## src/rtl/cram_cond_merge_unit.sv

```systemverilog
// ============================================================================
//  Module      : cram_cond_merge_unit
//  Description : Per-channel back-prop condition capture with AND/OR/FIRST
//                merge into one registered CRAM sequencer condition.
//                Optional timeout: define CRAM_COND_TIMEOUT_EN.
//  Revision    : 1.0  initial release
// ============================================================================
`default_nettype none

module cram_cond_merge_unit #(
    parameter int NUM_CH    = 4,
    parameter int TIMEOUT_W = 8
) (
    input  logic                 clock,
    input  logic                 reset,
    input  logic                 I_Clr,
    input  logic                 I_Arm,
    input  logic [NUM_CH-1:0]    I_Mask,
    input  logic [1:0]           I_Mode,
    input  logic [NUM_CH-1:0]    I_BTk_v,
    input  logic [NUM_CH-1:0]    I_BTk_c,
    input  logic [TIMEOUT_W-1:0] I_TOLimit,
    output logic [NUM_CH-1:0]    O_Lock,
    output logic                 O_Valid,
    output logic                 O_Cond,
    output logic                 O_Timeout
);

    localparam logic [1:0] c_MODE_OR    = 2'b01;
    localparam logic [1:0] c_MODE_FIRST = 2'b10;

    typedef enum logic [1:0] {
        ST_IDLE    = 2'd0,
        ST_COLLECT = 2'd1,
        ST_DONE    = 2'd2
    } state_t;

    state_t            r_state, w_nxt_state;
    logic [NUM_CH-1:0] r_mask,  w_nxt_mask;
    logic [1:0]        r_mode,  w_nxt_mode;
    logic [NUM_CH-1:0] r_lock,  w_nxt_lock;
    logic [NUM_CH-1:0] r_cap,   w_nxt_cap;
    logic              r_first, w_nxt_first;
    logic              r_valid, w_nxt_valid;
    logic              r_cond,  w_nxt_cond;

    logic [NUM_CH-1:0] w_cap_now;
    logic              w_first_c;
    logic              w_complete;
    logic              w_merge;

`ifdef CRAM_COND_TIMEOUT_EN
    logic [TIMEOUT_W-1:0] r_timer, w_nxt_timer;
    logic                 r_timeout, w_nxt_timeout;
`else
    logic w_unused_tolimit;
    assign w_unused_tolimit = ^I_TOLimit;
`endif

    assign w_cap_now = I_BTk_v & r_mask & ~r_lock;

    // Descending scan so the lowest capturing channel's bit is the one kept.
    always_comb begin
        w_first_c = 1'b0;
        for (int i = NUM_CH - 1; i >= 0; i--) begin
            if (w_cap_now[i]) begin
                w_first_c = I_BTk_c[i];
            end
        end
    end

    always_comb begin
        w_complete = ((r_lock & r_mask) == r_mask);
        w_merge    = &(r_cap | ~r_mask);
        if (r_mode == c_MODE_FIRST) begin
            w_complete = |r_lock;
            w_merge    = r_first;
        end else if (r_mode == c_MODE_OR) begin
            w_merge    = |(r_cap & r_mask);
        end
    end

    always_comb begin
        w_nxt_state = r_state;
        w_nxt_mask  = r_mask;
        w_nxt_mode  = r_mode;
        w_nxt_lock  = r_lock;
        w_nxt_cap   = r_cap;
        w_nxt_first = r_first;
        w_nxt_valid = r_valid;
        w_nxt_cond  = r_cond;
`ifdef CRAM_COND_TIMEOUT_EN
        w_nxt_timer   = r_timer;
        w_nxt_timeout = r_timeout;
`endif
        if (I_Clr) begin
            w_nxt_state = ST_IDLE;
            w_nxt_lock  = '0;
            w_nxt_cap   = '0;
            w_nxt_first = 1'b0;
            w_nxt_valid = 1'b0;
            w_nxt_cond  = 1'b0;
`ifdef CRAM_COND_TIMEOUT_EN
            w_nxt_timer   = '0;
            w_nxt_timeout = 1'b0;
`endif
        end else begin
            case (r_state)
                ST_IDLE: begin
                    if (I_Arm) begin
                        w_nxt_mask  = I_Mask;
                        w_nxt_mode  = I_Mode;
                        w_nxt_lock  = '0;
                        w_nxt_cap   = '0;
                        w_nxt_first = 1'b0;
`ifdef CRAM_COND_TIMEOUT_EN
                        w_nxt_timer = '0;
`endif
                        // Empty mask: AND of nothing is true, OR/FIRST of nothing is false.
                        if (I_Mask == '0) begin
                            w_nxt_state = ST_DONE;
                            w_nxt_valid = 1'b1;
                            w_nxt_cond  = (I_Mode != c_MODE_OR) && (I_Mode != c_MODE_FIRST);
                        end else begin
                            w_nxt_state = ST_COLLECT;
                        end
                    end
                end
                ST_COLLECT: begin
                    w_nxt_lock = r_lock | w_cap_now;
                    w_nxt_cap  = (r_cap & ~w_cap_now) | (I_BTk_c & w_cap_now);
                    if ((r_mode == c_MODE_FIRST) && (|w_cap_now) && !(|r_lock)) begin
                        w_nxt_first = w_first_c;
                    end
                    if (w_complete) begin
                        w_nxt_state = ST_DONE;
                        w_nxt_valid = 1'b1;
                        w_nxt_cond  = w_merge;
`ifdef CRAM_COND_TIMEOUT_EN
                    end else if ((I_TOLimit != '0) && (r_timer == I_TOLimit)) begin
                        w_nxt_state   = ST_DONE;
                        w_nxt_valid   = 1'b1;
                        w_nxt_cond    = 1'b0;
                        w_nxt_timeout = 1'b1;
                    end else begin
                        w_nxt_timer = r_timer + TIMEOUT_W'(1);
`endif
                    end
                end
                default: begin
                    // DONE holds everything until cleared.
                end
            endcase
        end
    end

    always_ff @(posedge clock or posedge reset) begin
        if (reset) begin
            r_state <= ST_IDLE;
            r_mask  <= '0;
            r_mode  <= 2'b00;
            r_lock  <= '0;
            r_cap   <= '0;
            r_first <= 1'b0;
            r_valid <= 1'b0;
            r_cond  <= 1'b0;
        end else begin
            r_state <= w_nxt_state;
            r_mask  <= w_nxt_mask;
            r_mode  <= w_nxt_mode;
            r_lock  <= w_nxt_lock;
            r_cap   <= w_nxt_cap;
            r_first <= w_nxt_first;
            r_valid <= w_nxt_valid;
            r_cond  <= w_nxt_cond;
        end
    end

`ifdef CRAM_COND_TIMEOUT_EN
    always_ff @(posedge clock or posedge reset) begin
        if (reset) begin
            r_timer   <= '0;
            r_timeout <= 1'b0;
        end else begin
            r_timer   <= w_nxt_timer;
            r_timeout <= w_nxt_timeout;
        end
    end
    assign O_Timeout = r_timeout;
`else
    assign O_Timeout = 1'b0;
`endif

    assign O_Lock  = r_lock;
    assign O_Valid = r_valid;
    assign O_Cond  = r_cond;

endmodule

`default_nettype wire

```

## config.mk

```make
export PLATFORM = sky130hd
export DESIGN_NAME = cram_cond_merge_unit
export DESIGN_NICKNAME = d
export VERILOG_FILES = /design/src/rtl/cram_cond_merge_unit.sv
export SDC_FILE = /design/constraint.sdc
export NUM_CORES = 1
export LEC_CHECK = 0
export ABC_AREA = 1
export BUFFER_PORTS_ARGS = -buffer_cell sky130_fd_sc_hd__buf_2
export CAP_MARGIN = 10
export CORE_MARGIN = 1
export CORE_UTILIZATION = 45
export CTS_BUF_LIST = sky130_fd_sc_hd__clkbuf_16
export DETAILED_ROUTE_END_ITERATION = 10
export PLACE_DENSITY = 0.77
export SLEW_MARGIN = 20
export SYNTH_ARGS = -nofsm -noshare
export SYNTH_HDL_FRONTEND = slang
export SYNTH_SLANG_ARGS = --single-unit
```

## constraint.sdc

```tcl
create_clock -name clock -period 1.38 [get_ports clock]
set_clock_uncertainty 0.2 [all_clocks]
set_input_delay 0 -clock clock [delete_from_list [all_inputs] [get_ports clock]]
set_output_delay 0 -clock clock [all_outputs]
set_load 0.005 [all_outputs]
```

After elaboration in Yosys (flattened, before gate mapping)
Cells that the tools add are included.
{"block": "totals", "out_inout_bits": 7, "word_cells": 78, "reg_bits": 19}
{"block": "op_classes", "n_bitwise": 13, "reduce_logical": 16, "n_eq_ne": 10, "muxes": 31}
{"operator": "$and A4 B4 Y4", "count": 6}
{"operator": "$mux W1", "count": 18}
{"operator": "$pmux W4 S2", "count": 2}
{"operator": "$mux W4", "count": 3}
{"operator": "$ne A3 B3 Y1 const B", "count": 4}
{"operator": "$not A4 Y4", "count": 3}
{"operator": "$or A4 B4 Y4", "count": 3}
{"operator": "$reduce_or A4 Y1", "count": 3}
{"operator": "$reduce_and A3 Y1", "count": 3}
{"operator": "$mux W2", "count": 4}
{"operator": "$reduce_and A4 Y1", "count": 2}
{"operator": "$pmux W1 S2", "count": 3}
{"operator": "$eq A2 B1 Y1 const B", "count": 2}
{"operator": "$eq A4 B4 Y1", "count": 1}
{"operator": "$logic_not A4 Y1", "count": 1}
{"operator": "$pmux W2 S2", "count": 1}
{"operator": "$logic_and A1 B1 Y1", "count": 3}
{"operator": "$reduce_bool A3 Y1", "count": 1}
{"operator": "$eq A2 B2 Y1 const B", "count": 1}
{"operator": "$logic_not A2 Y1", "count": 1}
{"operator": "$ne A2 B1 Y1 const B", "count": 1}
{"operator": "$ne A2 B2 Y1 const B", "count": 1}
{"operator": "$reduce_and A2 Y1", "count": 1}
{"operator": "$logic_not A1 Y1", "count": 1}
{"operator": "$not A1 Y1", "count": 1}

Depth between registers and ports, before layout
Gate-level depths: netlist of the first run.
{"block": "depth", "ltp_word": 9, "depth_mapped": 10, "depth_no_buf": 10}

Worst setup path before layout of the first run
OpenSTA, ideal clock, no wires.
{"block": "synth_path", "path_type": "register to register", "startpoint": "register r_state[0]", "endpoint": "register r_state[1]", "slack_ns": 0.015, "stages_incl_launch_ff": 9, "t_required_ns": 1.053, "synth_period_minus_slack_ns": 1.365, "path_buffers": 0, "setup_ns": 0.127, "t_arrival_ns": 1.039, "cell_sequence": "dfrtp_1 > nor2_2 > nand2_2 > o21ai_4 > inv_4 > nand2_4 > nand2_2 > nand2_2 > o21ai_0"}
{"block": "synth_via", "elab_chain_len": 3}
{"element": "start: declaration", "line": "38", "source": "state_t r_state, w_nxt_state;"}
{"element": "start signal: assignment", "line": "168", "source": "r_state <= w_nxt_state;"}
{"element": "$eq A2 B1 Y1 or $logic_not A2 Y1 (tied branches)", "line": "108", "source": "case (r_state)"}
{"element": "$ne A3 B3 Y1 (no line) (tied with other cells)"}
{"element": "$reduce_and A3 Y1 (no line) or $mux W2 (tied branches)"}
Several ways; a longest one is shown, not always the timed one.
A chain may end at the register's enable or synchronous reset.

Worst setup path after layout of the first run
{"block": "layout_path", "startpoint": "register r_lock[3] (netlist: O_Lock[3])", "endpoint": "register r_first"}
{"block": "layout_via", "elab_chain_len": 9}
{"element": "start: declaration", "line": "41", "source": "logic [NUM_CH-1:0] r_lock, w_nxt_lock;"}
{"element": "start signal: assignment", "line": "171", "source": "r_lock <= w_nxt_lock;"}
{"element": "$not A4 Y4", "line": "60", "source": "assign w_cap_now = I_BTk_v & r_mask & ~r_lock;"}
{"element": "$and A4 B4 Y4", "line": "60"}
{"element": "$mux W1 (4 in series)", "line": "66", "source": "if (w_cap_now[i]) begin"}
{"element": "$mux W1", "line": "132", "source": "if ((r_mode == c_MODE_FIRST) && (|w_cap_now) && !(|r_lock)) begin"}
{"element": "$pmux W1 S2", "line": "108"}
{"element": "$mux W1", "line": "96", "source": "if (I_Clr) begin"}
{"element": "end signal: assignment", "line": "173", "source": "r_first <= w_nxt_first;"}
{"element": "end: declaration", "line": "43", "source": "logic r_first, w_nxt_first;"}
Several ways; a longest one is shown, not always the timed one. The select of a mux whose other input is x is not followed.

==> results.md, run 1 <==
* Reg power frac at 0.275
* Input/output buffers at 23
* First-pass GRT wire length at 5640 µm
* Crit path max fanout at 4
* Setup TNS at -1610 ps
* Vias in the first global route at 1,233
* DRC viols at 0
* Crit-path max cell delay at 430 ps
* Post-Route WL at 4070 µm
* Via count of the routed design at 1,383
* Post-place instance area at 0.00137 mm²
* CP bufs+invs at 1
* CTS buffer count at 3
* Cell Int Power at 2.01 mW
* Gate power share at 0.550
* Top Family by Delay on Critical Path: simple AND/OR/NAND/NOR gates
* Placeable Area at 0.00228 mm²
* Leak pwr at 0.964 nW
* Post-synth EDFFs at 0
* Area growth syn-to-layout at 62.9%
* Rows at 17
* Worst setup EP type: flip-flop
* Total of max-cap violations at 0
* Pwr dens at 1950 mW/mm²
* Drt initial violations at 91
* HPWL after DPL at about 2200 µm
* H-tree depth at 1
* Sw frac at 0.433
* Critical path data required time at 1360 ps
* Top Ports at 33
* Warnings from Yosys at 0
* Critical path, cell by cell: nor2_1 > nand2_1 > nor2_2 > buf_4 > nand3_1 > nand2_1 > nand2_1 > o21ai_1
* Flops & latches, synth at 19
* CTS tree: done
* Placer Congestion at approximately 0.91
* Wire per inst at 16.0 µm
* Clock tree buffer depth at 2
* Die area at 0.00268 mm²
* Min cycle time layout at 1560 ps
* Die H at 51.7 µm
* Pin count of the biggest net entering global routing at 20
* Final Setup Violations at 15
* Most used cell along the critical path: nand2_1
* Tcrit/Tclk final at 1.13
* Initial antenna violation count at 0
* RSZ-0062 raised after global routing: yes
* Final Net Count at 253
* Crit path max-delay cell type: dfrtp_1
* Failing checks: negative setup slack
* Asr flop ratio synth at 1.00
* Register area share after synthesis at 0.427
* Pre-antenna DRT Iters at 5
* CP arrival at 1540 ps
* Non-filler instance count after layout at 254
* Root buffer cell: clkbuf_16
* Final worst setup slack at -181 ps
* Yosys cell types at 23
* GR Overflow Total at 0
* Tot GR Track Use at 0.297
* VDD IR-drop max at 1.15 mV
* Dpl cells at 223
* Result of the run: finished with violations
* Main synth FF type: dfrtp_1
* Routed Antenna Nets at 0
* Critical Path Start Type: flip-flop
* Number of max-slew violations in the final report at 0
* Syn nets at between 150 and 200
* DIE WIDTH at approximately 52 µm
* Clk slew on worst S/H paths at 60 ps
* Syn Area/Cell at 7.05 µm²
* Cells after Synth at 158
* Worst Path Class, Setup: flip-flop to flip-flop
* Clock share of power at 0.175
* Initial core utilization at 0.489
* Vias/cell at between 5 and 6
* Hold crit path type: input pin to flip-flop
* Hold Vio Cnt, Final at 0
* Clock Latency Late Sink at 260 ps
* Psw at 1.54 mW
* Synth Cell Area at 0.00111 mm²
* Clock sink count at 19
* Antenna diodes at 0
* Final instance area at 0.00181 mm²
* Ratio of cells with drive above 1 in the final layout at 0.394
* Fmax at 0.641 GHz
[layer usage]
| metal | vias to the layer above | global-route usage | wire length [µm] |
|---|---|---|---|
| met5 | - | 0 | 0 |
| met4 | 0 | 0.149 | 182 |
| met3 | 24 | 0.0643 | 375 |
| met2 | 96 | 0.485 | 1940 |
| met1 | 630 | 0.369 | 1580 |
| li1 | 633 | - | - |
[final cells by class]
class | instances | area (µm²)
multi-input cells | 107 | 618
repair buffers | 66 | 488
flip-flops and latches | 19 | 478
fillers | 131 | 462
inverters | 30 | 115
clock buffers | 3 | 75.1
well taps | 28 | 35.0
clock inverters | 1 | 5.00
[power by group through the flow]
stage | combinational, mW | clock (mW) | sequential [mW]
6_report | 1.95 | 0.619 | 0.974
5_1_grt | 2.12 | 0.641 | 0.986
4_1_cts | 1.56 | 0.619 | 0.944
3_5_place_dp | 1.37 | 0 | 0.942
3_3_place_gp | 1.33 | 0 | 0.928
2_1_floorplan | 0.834 | 0 | 0.916
[cells in the mapped netlist, types with 2 or more instances]
library cell / count / area, µm²
o21ai_1: 3 / 15.0
dfrtp_1: 19 / 475
nand2_1: 41 / 154
nand2_2: 4 / 25.0
nand3_1: 10 / 50.1
nor2_2: 2 / 12.5
inv_1: 28 / 105
nor2_1: 13 / 48.8
o21ai_0: 14 / 70.1
a21oi_1: 9 / 45.0
nand4_1: 3 / 18.8
[kinds of logic after synthesis]
family | after synthesis | synth area share
simple gates | 75 | 0.298
buf+inv | 32 | 0.113
compound gates | 31 | 0.158
flops | 19 | 0.427
other cells | 1 | 0.00337
[sequential cells by signal, summed over array words and instances, names as in the netlist]
name	flops
r_state	2
r_cap	4
r_mode	2
r_first	1
O_Cond	1
O_Lock	4
r_mask	4
O_Valid	1
[through the flow]
step	power, mW	utilization	hold slack (ps)	worst slack [ps]
finish	3.54	0.797	36.8	-181
global route	3.75	0.797	81.8	-275
CTS	3.12	0.734	6.75	-76.0
detailed placement	2.31	0.603	-166	-109
global placement	2.26	0.603	-169	-66.8
floorplan	1.75	-	-249	14.5
[cells in the final DEF, fill, tap and decap left out, types with 6 or more instances in the layout]
cell           count
a21oi_1            6
buf_2             23
buf_4             24
dfrtp_1           17
dlygate4sd3_1     17
inv_1             24
nand2_1           39
nor2_1             7
nor2_2             6
o21ai_0            6
o21ai_1           10
[worst reg2reg max path: cells and delay by family, from the launching register on]
kind	cells	cell delay [ps]
buffers and inverters	1	120
AO/OA/AOI/OAI	1	70
AND/OR/NAND/NOR	6	670
flip-flops	1	430
[final timing paths]
check                      startpoint    endpoint  slack (ps)  cells past startpoint
max reg2reg                 O_Lock[3]     r_first        -180                      8
min in group asynchronous       reset      O_Cond         110                      4
max                         O_Lock[3]     r_first        -180                      8
max in group asynchronous       reset   r_mask[0]         640                      4
min reg2reg                    O_Cond      O_Cond         280                      2
min                         I_Mask[1]  r_state[0]          40                      5
[what timing repair did]
action,in CTS,in global routing
setup endpoints to repair,13,19
resized for setup,12,30
pin swaps,5,9
endpoints found under the hold margin,37,2
buffers inserted,4,5
gates cloned,0,1
hold buffers,16,1
(Power assumes the default switching activity.)
==> run 2, diff against run 1 <==
==> constraint.sdc (replaced) <==
create_clock -name clock -period 1.38 [get_ports clock]
set_clock_uncertainty 0.2 [all_clocks]
set_input_delay 0.276 -clock clock [delete_from_list [all_inputs] [get_ports clock]]
set_output_delay 0.276 -clock clock [all_outputs]
set_load 0.005 [all_outputs]
==> run 2 against run 1 <==
  * The run still ends with negative setup slack left
  * Routed wire length fell by 9.4%
  * Clock-buffer cell count unchanged
  * Power grew 2.1%
  * Clock power fell by 3%
  * Via count down 6.7%
  * Sequential cell count stayed put
  * Non-clock buffer count shrank 12
  * Die area unchanged
  * Critical path type unchanged
  * Largest power group unchanged
==> results.md, run 2 (synthesized netlist as in run 1, its figures left out) <==
* VDD IR-drop max at 1.45 mV (+26%)
* Placer Congestion at 0.933 (+2.3%)
* Via count of the routed design at 1,291 (-6.7%)
* Ratio of cells with drive above 1 in the final layout at 0.477 (+0.0828)
* R2R Setup Slk at -150 ps (+30 ps)
* CTS buffer count at 3 (unchanged)
* Non-filler instance count after layout at 242 (-4.7%)
* Final Net Count at 241 (-4.7%)
* Crit path launch: r_state[0]
* Pin count of the biggest net entering global routing at 20 (unchanged)
* Final Setup Violations at 18 (+3)
* Crit path max-delay cell type: dfrtp_1
* Initial antenna violation count at 0 (unchanged)
* Vias in the first global route at 1,191 (-3.4%)
* Die H at 51.7 µm (unchanged)
* Clock sink count at 19 (unchanged)
* Post-Route WL at 3690 µm (-9.4%)
* Placeable Area at 0.00228 mm² (unchanged)
* Die area at 0.00268 mm² (unchanged)
* Crit path max fanout at 6 (+2)
* Worst setup EP type: flip-flop
* Pwr dens at 2090 mW/mm² (+6.8%)
* Failing checks: negative setup slack
* First-pass GRT wire length at 5260 µm (-6.7%)
* Worst R2R Start: r_state[0]
* Most frequent cells in the layout: nand2_1 (32), inv_1 (26), buf_4 (25), buf_2 (23), dfrtp_1 (17)
* Area of the multi-input gates at 658 µm² (+6.5%)
* Critical path, cell by cell: nor2_2 > nand2_2 > o21ai_4 > inv_4 > nand2_8 > nand2_1 > nand2_1 > o21ai_1
* CP bufs+invs at 1 (unchanged)
* Dpl cells at 226 (+1.3%)
* HPWL after DPL at 2150 µm (-1.1%)
* Hold slack at 69.6 ps (+32.8 ps)
* Input/output buffers at 23 (unchanged)
* Clock tree buffer depth at 2 (unchanged)
* Crit-path max cell delay at 420 ps (about the same)
* Drt initial violations at 35 (-62%)
* CTS tree: done
* Worst Path Class, Setup: flip-flop to flip-flop
* DRC viols at 0 (unchanged)
* Most common cell after layout, fill and taps aside: nand2_1
* Min cycle time layout at 1530 ps (-30.1 ps)
* Initial core utilization at 0.489 (unchanged)
* Register area at 478 µm² (unchanged)
* Post-layout util at 0.762 (-0.0352)
* Crit path to: r_first
* Leak pwr at 0.926 nW (-4.0%)
* GR Overflow Total at 0 (unchanged)
* Clock Latency Late Sink at 250 ps (about the same)
* Clk slew on worst S/H paths at 50 ps (about the same)
* Root buffer cell: clkbuf_16
* Hold Vio Cnt, Final at 0 (unchanged)
* Routed Antenna Nets at 0 (unchanged)
* H-tree depth at 1 (unchanged)
* DIE WIDTH at 51.7 µm (unchanged)
* Final worst setup slack at -151 ps (+30.1 ps)
* Tot GR Track Use at 0.268 (-0.0296)
* Wire per inst at 15.3 µm (-4.9%)
* Area growth syn-to-layout at 55.7%
* CP arrival at 1470 ps (-70 ps)
* RR Endpoint: r_first
* Vias/cell at 5.33 (-2.0%)
* Number of max-slew violations in the final report at 0 (unchanged)
* Post-Place Worst Slack at -158 ps (-48.8 ps)
* WP depth at 8 (unchanged)
* Tcrit/Tclk final at 1.11 (-0.0218)
* Critical Path Start Type: flip-flop
* Most used cell along the critical path: nand2_1
* Fmax at 0.653 GHz (+2.0%)
* Antenna diodes at 0 (unchanged)
* Rows at 17 (unchanged)
* Fill count at 161 (+23%)
* Pre-antenna DRT Iters at 4 (-1)
* Worst-case reg-to-reg path depth at 8 (unchanged)
* Setup TNS at -1550 ps (+62.9 ps)
* Critical path data required time at 1320 ps (-40 ps)
* RSZ-0062 raised after global routing: yes
* Total of max-cap violations at 0 (unchanged)
* Result of the run: finished with violations
* Hold crit path type: input pin to flip-flop
* Top Ports at 33 (unchanged)
* Top Family by Delay on Critical Path: simple AND/OR/NAND/NOR gates
==> run 2: power by group <==
group / leakage (nW) / switching, mW / internal (mW)
Clock: 0.0423 / 0.215 / 0.386
Sequential: 0.248 / 0.206 / 0.758
Combinational: 0.635 / 1.12 / 0.938
==> run 2: timing repair <==
| item | 4_1_cts | 5_1_grt |
|---|---|---|
| buffers inserted | 6 | 4 |
| gates resized for setup | 18 | 39 |
| pin swaps | 7 | 7 |
| hold buffers | 1 | 0 |
| cloned | 0 | 1 |
| setup endpoints to repair | 11 | 19 |
| endpoints found under the hold margin | 19 | 0 |
==> run 2: worst min-delay path, delay by kind of cell <==
kind	cells	cell delay, ps
buffers and inverters	2	140
AO/OA/AOI/OAI	1	60
==> run 2: layout make-up <==
cell class | instances | share of cell area
Tap cell | 28 | 0.0202
Inverter | 30 | 0.0664
Multi-Input combinational cell | 107 | 0.380
Clock inverter | 1 | 0.00216
Clock buffer | 3 | 0.0433
Timing Repair Buffer | 54 | 0.213
Sequential cell | 19 | 0.276
==> run 2: through the flow <==
step           area (µm²)  total power [mW]
2_1_floorplan        1110              1.75
3_3_place_gp         1400              2.27
3_5_place_dp         1400              2.32
4_1_cts              1570              3.17
5_1_grt              1730              3.83
6_report             1730              3.62
==> run 2: metal layers <==
metal  track usage  vias to the layer above  wire length (µm)
met1         0.342                      616              1480
li1              -                      607                 -
met4         0.108                        0               136
met3        0.0468                       19               189
met2         0.446                       49              1890
met5             0                        -                 0
==> run 2: how the worst min path moves through the flow <==
stage                   start  slack (ps)         to  cells after the start
finish              I_Mask[1]          70  r_mask[1]                      3
global route        I_Mask[0]          80  r_mask[0]                      3
CTS                 I_Mask[1]          90  r_mask[1]                      3
detailed placement      reset         110  r_mask[2]                      3
global placement        reset         100  r_mask[3]                      3
floorplan               reset          30     O_Cond                      1
==> run 3, diff against run 2 <==
--- a/config.mk
+++ b/config.mk
@@ -9,10 +9,11 @@
 export BUFFER_PORTS_ARGS = -buffer_cell sky130_fd_sc_hd__buf_2
 export CAP_MARGIN = 10
 export CORE_MARGIN = 1
-export CORE_UTILIZATION = 45
+export CORE_UTILIZATION = 35
 export CTS_BUF_LIST = sky130_fd_sc_hd__clkbuf_16
 export DETAILED_ROUTE_END_ITERATION = 10
-export PLACE_DENSITY = 0.77
+export PLACE_DENSITY = 0.63
+export RECOVER_POWER = 25
 export SLEW_MARGIN = 20
 export SYNTH_ARGS = -nofsm -noshare
 export SYNTH_HDL_FRONTEND = slang
==> run 3 against run 2 <==
  * The flow still finishes with violations (negative setup slack)
  * Clock power about the same
  * Setup slack better by 64 ps
  * Utilization is 20 points lower
  * Largest power group unchanged
  * Highest routed layer unchanged
==> results.md, run 3 (synthesized netlist as in run 1, its figures left out) <==
* Result of the run: finished with violations
* Failing checks: negative setup slack
* Post-place instance area at 0.00145 mm² (+3.6%)
* CP arrival at 1410 ps (-60 ps)
* Clock sink count at 19 (unchanged)
* Final Net Count at 239 (-0.83%)
* Area growth syn-to-layout at 51.9%
* Final instance area at 0.00169 mm² (-2.5%)
* Clk slew on worst S/H paths at 60 ps (about the same)
* Leak pwr at 0.905 nW (-2.2%)
* Total power at 3.36 mW (-7.1%)
* DIE WIDTH at 58.4 µm (+13%)
* Crit path max fanout at 6 (unchanged)
* Initial core utilization at 0.368 (-0.122)
* DRC viols at 0 (unchanged)
* Pwr dens at 1990 mW/mm² (-4.8%)
* Antenna diodes at 0 (unchanged)
* Critical Path Start Type: flip-flop
* Tcrit/Tclk final at 1.06 (-0.0467)
* Min cycle time layout at 1470 ps (-64.4 ps)
* Post-layout util at 0.559 (-0.203)
* Die area at 0.00341 mm² (+27%)
* RSZ-0062 raised after global routing: yes
* Initial antenna violation count at 0 (unchanged)
* Final Setup Violations at 12 (-6)
* Critical path data required time at 1330 ps (about the same)
* CTS tree: done
* VDD IR-drop max at 0.831 mV (-43%)
* Number of max-slew violations in the final report at 0 (unchanged)
* Rows at 20 (+3)
* Ratio of cells with drive above 1 in the final layout at 0.425 (-0.0521)
* Hold slack at 72.7 ps (+3.09 ps)
* Worst setup EP type: flip-flop
* Wire per inst at 12.0 µm (-22%)
* Post-Route WL at 3060 µm (-17%)
* Placer Congestion at 0.836 (-10%)
* CTS buffer count at 3 (unchanged)
* First-pass GRT wire length at 4970 µm (-5.5%)
* Die H at 58.4 µm (+13%)
* Non-filler instance count after layout at 256 (+5.8%)
* Vias/cell at 4.62 (-13%)
* Root buffer cell: clkbuf_16
* Setup TNS at -502 ps (+1050 ps)
* H-tree depth at 1 (unchanged)
* HPWL after DPL at 2130 µm (-1.2%)
* Pre-antenna DRT Iters at 4 (unchanged)
* Routed Antenna Nets at 0 (unchanged)
* Total of max-cap violations at 0 (unchanged)
* Vias in the first global route at 1,133 (-4.9%)
* Via count of the routed design at 1,182 (-8.4%)
* Clock Latency Late Sink at 250 ps (about the same)
* Top Ports at 33 (unchanged)
* Tot GR Track Use at 0.196 (-0.0718)
* Post-Place Worst Slack at -130 ps (+27.6 ps)
* GR Overflow Total at 0 (unchanged)
* Input/output buffers at 23 (unchanged)
* Drt initial violations at 33 (-5.7%)
* Clock tree buffer depth at 2 (unchanged)
* Most common cell after layout, fill and taps aside: nand2_1
* Final worst setup slack at -86.3 ps (+64.4 ps)
* Worst Path Class, Setup: flip-flop to flip-flop
* Hold Vio Cnt, Final at 0 (unchanged)
* Pin count of the biggest net entering global routing at 20 (unchanged)
* Dpl cells at 246 (+8.8%)
* Placeable Area at 0.00303 mm² (+33%)
* Hold crit path type: input pin to flip-flop
* Fmax at 0.682 GHz (+4.4%)
* Most frequent cells in the layout: nand2_1 (36), inv_1 (27), buf_4 (24), buf_2 (22), dfrtp_1 (17)
[run 3: cell types whose count changed in the layout (fill, tap and decap cells not counted), sizes merged]
cell,previous run,this run
clkbuf,3,4
buf,53,50
[run 3: layout make-up]
class / count / area, µm²
fillers: 285 / 1340
well taps: 44 / 55.1
flip-flops and latches: 19 / 478
inverters: 30 / 115
repair buffers: 52 / 350
clock buffers: 3 / 75.1
multi-input cells: 107 / 614
clock inverters: 1 / 3.75
[run 3: timing repair]
item                                   in CTS  in global routing
resized for setup                          14                 29
setup endpoints to repair                  11                 20
setup buffers                               3                  2
gates cloned                                0                  1
hold buffers                                1                  0
endpoints found under the hold margin      19                  0
pin swaps                                   5                 16
[run 3: worst paths after layout]
path	start	end	slack, ps	cells after the start
worst max-delay path	r_mask[0]	O_Cond	-90	8
worst min-delay path	I_Mask[2]	r_mask[2]	70	3
worst max register to register	r_mask[0]	O_Cond	-90	8
worst min register to register	O_Valid	O_Valid	280	2
max in group asynchronous	reset	r_mask[3]	150	4
min in group asynchronous	reset	r_mask[1]	470	4
[run 3: worst max-delay path, cell delays in order (launching register included)]
cell and delay, ps:
dfrtp_1 430, nand2_1 100, o21ai_0 90, o21ai_1 160
nand2_2 110, nand2_4 90, nand2_2 60, nand2_1 70
o21ai_2 50
[run 3: where the power goes]
part	switching [mW]	total [mW]	internal (mW)
registers	0.191	0.949	0.758
logic	0.974	1.81	0.835
clock network	0.215	0.601	0.386
total	1.38	3.36	1.98
[run 3: layer usage]
metal  vias to the layer above  track usage  wire [µm]
met5                         -            0          0
li1                        606            -          -
met2                        17        0.328       1560
met3                         7       0.0374         78
met4                         0       0.0986         73
met1                       552        0.242       1350
